**src/rtl/shift_pkg.sv**
```systemverilog
// Shared encodings for the shift sequencer: datapath register modes and FSM state codes.
// Pure type/constant package; no logic, no latency, no flow control.
package shift_pkg;

    typedef enum logic [1:0] {
        MODE_HOLD  = 2'b00,
        MODE_SHIFT = 2'b01,
        MODE_LOAD  = 2'b10,
        MODE_RSVD  = 2'b11
    } mode_e;

    typedef enum logic [1:0] {
        ST_IDLE  = 2'b00,
        ST_LOAD  = 2'b01,
        ST_SHIFT = 2'b10,
        ST_DONE  = 2'b11
    } state_e;

endpackage

```
**src/rtl/shift_datapath.sv**
```systemverilog
// Mode-controlled load / right-shift / hold register with a sticky shifted-out-one flag.
// Updates on every clk edge per mode; no handshake, the sequencer owns all pacing.
module shift_datapath
    import shift_pkg::*;
#(
    parameter int WIDTH = 8
) (
    input  logic             clk,
    input  logic             rst_n,
    input  logic [1:0]       mode,
    input  logic [WIDTH-1:0] load_value,
    input  logic             serial_in,
    output logic [WIDTH-1:0] data_out,
    output logic             serial_out,
    output logic             seen_one
);

    logic [WIDTH-1:0] cell_q;
    logic [WIDTH:0]   shift_chain;
    logic             seen_q;

    // Each cell shifts in from its left neighbour; the top cell takes serial_in.
    assign shift_chain = {serial_in, cell_q};

    for (genvar i = 0; i < WIDTH; i++) begin : g_cell
        always_ff @(posedge clk or negedge rst_n) begin
            if (!rst_n) begin
                cell_q[i] <= 1'b0;
            end else begin
                case (mode)
                    MODE_LOAD:  cell_q[i] <= load_value[i];
                    MODE_SHIFT: cell_q[i] <= shift_chain[i+1];
                    default:    cell_q[i] <= cell_q[i];
                endcase
            end
        end
    end

    // Reserved mode 2'b11 falls into HOLD along with MODE_HOLD.
    always_ff @(posedge clk or negedge rst_n) begin
        if (!rst_n) begin
            seen_q <= 1'b0;
        end else begin
            case (mode)
                MODE_LOAD:  seen_q <= 1'b0;
                MODE_SHIFT: seen_q <= seen_q | cell_q[0];
                default:    seen_q <= seen_q;
            endcase
        end
    end

    assign data_out   = cell_q;
    assign serial_out = cell_q[0];
    assign seen_one   = seen_q;

endmodule

```
**src/rtl/shift_sequencer.sv**
```systemverilog
// Load-then-shift sequencer: one start yields done N+2 cycles later (N = captured count).
// start is only sampled in IDLE; requests while busy or done are dropped, never queued.
module shift_sequencer
    import shift_pkg::*;
#(
    parameter int WIDTH = 8,
    parameter int CNT_W = 4
) (
    input  logic             clk,
    input  logic             rst_n,
    input  logic             start,
    input  logic [WIDTH-1:0] load_value,
    input  logic [CNT_W-1:0] shift_count,
    input  logic             serial_in,
    output logic [1:0]       mode,
    output logic             busy,
    output logic             done,
    output logic [WIDTH-1:0] data_out,
    output logic             serial_out,
    output logic             seen_one
);

    state_e           state;
    mode_e            mode_q;
    logic [CNT_W-1:0] cnt_q;
    logic             busy_q;
    logic             done_q;

    // mode/busy/done are registered alongside the state so they are clean Moore outputs.
    always_ff @(posedge clk or negedge rst_n) begin
        if (!rst_n) begin
            state  <= ST_IDLE;
            mode_q <= MODE_HOLD;
            cnt_q  <= '0;
            busy_q <= 1'b0;
            done_q <= 1'b0;
        end else begin
            done_q <= 1'b0;
            case (state)
                ST_IDLE: begin
                    if (start) begin
                        cnt_q  <= shift_count;
                        state  <= ST_LOAD;
                        mode_q <= MODE_LOAD;
                        busy_q <= 1'b1;
                    end
                end
                ST_LOAD: begin
                    if (cnt_q != '0) begin
                        state  <= ST_SHIFT;
                        mode_q <= MODE_SHIFT;
                    end else begin
                        state  <= ST_DONE;
                        mode_q <= MODE_HOLD;
                        busy_q <= 1'b0;
                        done_q <= 1'b1;
                    end
                end
                ST_SHIFT: begin
                    // Only entered with a nonzero count, so the decrement cannot wrap.
                    cnt_q <= cnt_q - 1'b1;
                    if (cnt_q == CNT_W'(1)) begin
                        state  <= ST_DONE;
                        mode_q <= MODE_HOLD;
                        busy_q <= 1'b0;
                        done_q <= 1'b1;
                    end
                end
                ST_DONE: begin
                    state  <= ST_IDLE;
                    mode_q <= MODE_HOLD;
                end
                default: begin
                    state  <= ST_IDLE;
                    mode_q <= MODE_HOLD;
                    busy_q <= 1'b0;
                end
            endcase
        end
    end

    assign mode = mode_q;
    assign busy = busy_q;
    assign done = done_q;

    shift_datapath #(
        .WIDTH(WIDTH)
    ) u_datapath (
        .clk        (clk),
        .rst_n      (rst_n),
        .mode       (mode_q),
        .load_value (load_value),
        .serial_in  (serial_in),
        .data_out   (data_out),
        .serial_out (serial_out),
        .seen_one   (seen_one)
    );

endmodule

```
**config.mk**
```make
export PLATFORM = sky130hd
export DESIGN_NAME = shift_sequencer
export DESIGN_NICKNAME = d
export VERILOG_FILES = /design/src/rtl/shift_pkg.sv /design/src/rtl/shift_datapath.sv /design/src/rtl/shift_sequencer.sv
export SDC_FILE = /design/constraint.sdc
export NUM_CORES = 1
export LEC_CHECK = 0
export BUFFER_PORTS_ARGS = -buffer_cell sky130_fd_sc_hd__buf_2
export CAP_MARGIN = 30
export CORE_UTILIZATION = 50
export CTS_CLUSTER_SIZE = 12
export DETAILED_ROUTE_END_ITERATION = 8
export PLACE_DENSITY = 0.77
export SLEW_MARGIN = 20
export SYNTH_ARGS = -nofsm -noshare
export SYNTH_HDL_FRONTEND = slang
export SYNTH_SLANG_ARGS = --single-unit
export TNS_END_PERCENT = 10
```
**constraint.sdc**
```tcl
create_clock -name clk -period 3.9 [get_ports clk]
set_clock_uncertainty 0.2 [all_clocks]
set_input_delay 0 -clock clk [delete_from_list [all_inputs] [get_ports clk]]
set_output_delay 0 -clock clk [all_outputs]
set_load 0.1 [all_outputs]
```
### After elaboration in Yosys (flattened, before gate mapping)

Cells that the tools add are included.
Widths: inputs -> output; s select.

| storage, ports and cells | value |
|---|---|
| register bits | 19 |
| word-level logic and storage cells | 59 |
| bits of input ports | 16 |
| output and inout port bits | 14 |

| cells by class | value |
|---|---|
| add/subtract/negate cells | 1 |
| eq/ne operators | 9 |
| multiplexer cells | 26 |
| bitwise operators | 1 |
| reductions and logical operators | 8 |

Operators with widths:

| cell | count |
|---|---|
| $pmux 1 s2 | 10 |
| $pmux 2 s4 | 2 |
| $mux 2 | 4 |
| $pmux 4 s2 | 1 |
| $mux 1 | 7 |
| $eq 2x2->1 const B | 3 |
| $ne 2x2->1 const B | 3 |
| $eq 2x1->1 const B | 2 |
| $eq 4x1->1 const B | 1 |
| $mux 4 | 1 |
| $reduce_and 2->1 | 2 |
| $reduce_and 4->1 | 1 |
| $reduce_bool 2->1 | 2 |
| $reduce_bool 4->1 | 1 |
| $sub 4x1->4 const B | 1 |
| $pmux 1 s3 | 1 |
| $reduce_bool 3->1 | 1 |
| $logic_not 2->1 | 1 |
| $or 1x1->1 | 1 |

### Longest topological paths before layout

| depth | value |
|---|---|
| depth after elaboration | 3 |
| mapped depth | 6 |
| gate-level depth less buffers | 5 |

### Cells and area by module

From an unflattened synthesis, not the netlist that was laid out.

| unflattened totals | value |
|---|---|
| cell total of the unflattened synthesis | 107 |
| area, all modules | 1122.3 um^2 |

By module, submodules not included:

| module | cells an instance | times used | seq. area each (um^2) | area each (um^2) |
|---|---|---|---|---|
| shift_sequencer | 66 | 1 | 250.2 | 670.6 |
| shift_datapath | 41 | 1 | 225.2 | 451.7 |

### Worst setup path before layout

OpenSTA, ideal clock, no wires.

| path | value |
|---|---|
| path kind | reg-to-reg |
| from | reg mode_q[1] (netlist: mode[1]) |
| to | reg u_datapath.cell_q[3] (netlist: u_datapath.data_out[3]) |
| library setup time | 0.136 ns |
| data required time | 3.564 ns |
| cell stages (with the launch flop) | 6 |
| slack | 1.624 ns |
| data arrival time | 1.940 ns |
| cells stage by stage | dfrtp_1 -> inv_1 -> ha_1 -> clkbuf_1 -> clkbuf_1 -> o21ai_0 |

| between the ends | value |
|---|---|
| cells in the longest elaborated chain, start to end | 2 |
| elaborated cells between the ends (all ways) | 4 |
| those cells by class | eq/ne: 2; mux: 1; reduce/logical: 1 |

RTL lines:

| item | line | source |
|---|---|---|
| from (decl) | shift_sequencer.sv:24 | `mode_e mode_q;` |
| from (signal assigned) | shift_sequencer.sv:33 | `mode_q <= MODE_HOLD;` |
| from (signal assigned) | shift_sequencer.sv:44 | `mode_q <= MODE_LOAD;` |
| from (signal assigned) | shift_sequencer.sv:51 | `mode_q <= MODE_SHIFT;` |
| $eq 2x1->1 or $eq 2x2->1 (tied branches) | shift_datapath.sv:30 | `case (mode)` |
| $pmux 1 s2 or $reduce_bool 2->1 (tied branches) | - |  |
| to (signal, indexed assignment) | shift_datapath.sv:31 | `MODE_LOAD: cell_q[i] <= load_value[i];` |
| to (signal, indexed assignment) | shift_datapath.sv:32 | `MODE_SHIFT: cell_q[i] <= shift_chain[i+1];` |
| to (signal, indexed assignment) | shift_datapath.sv:33 | `default: cell_q[i] <= cell_q[i];` |
| to (decl) | shift_datapath.sv:18 | `logic [WIDTH-1:0] cell_q;` |

Several ways; a longest one is shown, not always the timed one.
A chain may end at the register's enable or synchronous reset.

### Worst setup path in the final report

| path | value |
|---|---|
| from | reg state[0] |
| to | reg cnt_q[0] |

| between the ends | value |
|---|---|
| cells in the longest elaborated chain, start to end | 3 |
| elaborated cells between the ends (all ways) | 6 |
| those cells by class | eq/ne: 2; mux: 1; reduce/logical: 3 |

RTL lines:

| item | line | source |
|---|---|---|
| from (decl) | shift_sequencer.sv:23 | `state_e state;` |
| from (signal assigned) | shift_sequencer.sv:32 | `state <= ST_IDLE;` |
| from (signal assigned) | shift_sequencer.sv:43 | `state <= ST_LOAD;` |
| from (signal assigned) | shift_sequencer.sv:50 | `state <= ST_SHIFT;` |
| $eq 2x2->1 or $logic_not 2->1 (tied branches) | shift_sequencer.sv:39 | `case (state)` |
| $reduce_bool 2->1 (no source line) or $ne 2x2->1 (tied branches) | - |  |
| $reduce_and 2->1 (no source line) | - |  |
| to (signal assigned) | shift_sequencer.sv:42 | `cnt_q <= shift_count;` |
| to (signal assigned) | shift_sequencer.sv:61 | `cnt_q <= cnt_q - 1'b1;` |
| to (decl) | shift_sequencer.sv:25 | `logic [CNT_W-1:0] cnt_q;` |

Several ways; a longest one is shown, not always the timed one.

==> results.py <==
metrics = {
    "yosys": {
        "synth_compound_area_share_pct": 17.7,
        "synth_area_per_cell_um2": 10.3,
        "async_flop_share_pct": 100,
        "synthFlopType": "dfrtp_1",
        "synthSimpleGateAreaFrac_pct": 11.3,
        "netlist_area_um2": 1070,
        "netlist_instances": 104,
        "ys_seq_area_share_pct": 44.6,
        "synth_mux_area_share_pct": 11.7,
        "synth_top_family_by_area": "compound AO/OA/AOI/OAI gates",
        "synth_xor_area_share_pct": 0,
        "synthAdderAreaFrac_pct": 9.39,
        "yosysUniqueCellTypes": 25,
        "synth_edf_count": 0,
        "synth-seq-cells": 19,
        "yosysWarningCount": 0,
        "mappedNetlistNets": 128,
    },
    "clock_tree": {
        "post_cts_buffers": 0,
        "cts_max_level": 1,
        "post_cts_resized": 0,
        "cts_sinks": 19,
        "post_cts_hold_buffer_count": 17,
        "cts_tree": "yes",
        "clk_pin_slew_ns": 0.12,
        "numCtsBuffers": 3,
        "clock_latency_ns": 0.30,
        "clock_path_buffers": 2,
        "clock-root-buffer": "clkbuf_4",
    },
    "run": {
        "drv_cap": 0,
    },
    "place": {
        "hpwl_um": 1490,
        "io_buffers": 29,
        "routabilityCongestion": 0.765,
        "placed_area_um2": 1220,
    },
    "global_routing": {
        "overflow": 0,
        "grtUsageMet3_pct": 3.70,
        "grt_pass1_wl_um": 3460,
        "antenna_found_initial": 0,
        "first_global_vias": 852,
        "grt_max_degree": 20,
        "grt_use_total_pct": 21.0,
        "grt.busiest_layer": "met2",
        "use_met1_pct": 27.8,
        "grt_use_met2_pct": 36.0,
    },
    "cells_and_area": {
        "drive_gt1_share_pct": 26.8,
        "n_antenna_cell": 0,
        "nNetsFinal": 174,
        "fin_area_um2": 1430,
        "syn_to_final_growth_pct": 33.9,
    },
    "critical_path": {
        "endpoint_kind": "flip-flop",
        "required_ns": 3.89,
        "worst_setup_path_start_kind": "flip-flop",
        "arrival_ns": 2.43,
        "critPathMaxFanout": 8,
        "crit_type": "flip-flop to flip-flop",
    },
    "drt": {
        "dr.pass1.iters": 4,
        "remaining_drc_errors": 0,
        "wire_per_inst_um": 12.6,
        "via_count": 910,
        "first_iter_violations": 16,
        "wl_um": 2220,
        "viasPerCell": 5.17,
        "antenna_left": 0,
    },
    "sta": {
        "relSlewSlack_pct": 64.1,
        "tns_ns": 0,
        "tightest_slew_ns": 0.524,
        "fmax_mhz": 410,
        "hold_violations": 0,
        "period_needed_ns": 2.44,
        "setup_viol": 0,
        "grt_setup_unrepaired": "no",
        "drv_slew": 0,
        "fin_crit_sh_pct": 62.5,
    },
    "floorplanning": {
        "ioPinCount": 30,
        "chipHeight_um": 48.2,
        "die-area_um2": 2320,
        "initial_core_util_pct": 53.8,
        "coreArea_um2": 1980,
        "die_w_um": 48.2,
        "rows": 16,
    },
    "hold_path": {
        "hp-class": "flip-flop to flip-flop",
    },
    "run_status": {
        "run_status": "finished, final reports clean",
    },
}
-- path summary, 6_finish.rpt --
path,from,to,slack (ns),depth (start not counted)
setup / recovery,state[0],cnt_q[0],1.46,5
max in group asynchronous,rst_n,mode[0],2.77,4
hold reg to reg,u_datapath.seen_one,u_datapath.seen_one,0.30,1
setup reg to reg,state[0],cnt_q[0],1.46,5
hold / removal,u_datapath.seen_one,u_datapath.seen_one,0.30,1
min in group asynchronous,rst_n,cnt_q[0],0.36,3
-- registers in the layout, indices dropped and copies added (netlist names) --
signal and cells:
cnt_q 4, mode 2, u_datapath.data_out 7, busy 1
state 2, done 1, u_datapath.seen_one 1, u_datapath.serial_out 1
-- layout make-up --
| class | count | area (µm²) |
|---|---|---|
| clock buffers | 3 | 22.5 |
| multi-input cells | 71 | 534 |
| well taps | 27 | 33.8 |
| inverters | 8 | 30.0 |
| flip-flops and latches | 19 | 475 |
| clock inverters | 1 | 5.00 |
| fillers | 145 | 554 |
| repair buffers | 47 | 327 |
-- layer usage --
layer	vias up	wire length, µm	share of wire, %
li1	452	-	-
met1	434	1030	46
met2	22	1120	51
met3	2	59	2.7
met4	0	9	0.41
met5	-	0	0
-- metrics by stage --
stage	util, %	setup slack, ns	instances	hold WS [ns]
3_5_place_dp	61.5	1.96	154	-0.232
3_3_place_gp	61.5	1.99	154	-0.240
5_1_grt	72.0	1.25	176	0.332
6_report	72.0	1.46	176	0.304
4_1_cts	71.5	1.49	175	0.312
2_1_floorplan	-	1.62	104	-0.496
-- cell usage in the layout (no fill, tap or decap), types with 2 or more instances in the layout --
master / instances
dfrtp_1: 19
o21bai_1: 2
nor2b_1: 3
o21ai_0: 11
nand2_1: 13
a21oi_1: 4
a31oi_1: 2
buf_2: 29
ha_1: 8
clkbuf_4: 3
dlygate4sd3_1: 17
o22a_1: 3
nor2_1: 3
mux2i_1: 11
inv_1: 8
-- critical path, stage by stage (launching register included) --
cell and delay [ns]:
dfrtp_1 0.42, inv_1 0.13, ha_1 0.29, mux2i_1 0.51, o21ai_0 0.18, dlygate4sd3_1 0.59
-- synthesized netlist by cell type (2+ instances only) --
library cell   n  area share [%]
o22a_1         3             2.5
nand2_1       13             4.6
ha_1           8             9.4
inv_1          8             2.8
dfrtp_1       19              45
nor2b_1        3             1.8
a21oi_1        4             1.9
o21ai_0       11             5.2
o21bai_1       2             1.4
mux2i_1       11              10
clkbuf_1       5             1.8
nor2_1         3             1.1
a31oi_1        2             1.2
-- cells by family (layout without fill, tap and decap cells) --
kind of cell	count (synthesis)	after routing
buffers and inverters	14	59
flip-flops	19	19
multiplexers	12	12
adder cells (fa/ha/maj)	8	8
AO/OA/AOI/OAI	28	28
AND/OR/NAND/NOR	23	23
Power is not shown: default switching activity piles up to over one toggle a cycle in this logic, so the estimate is an artifact.
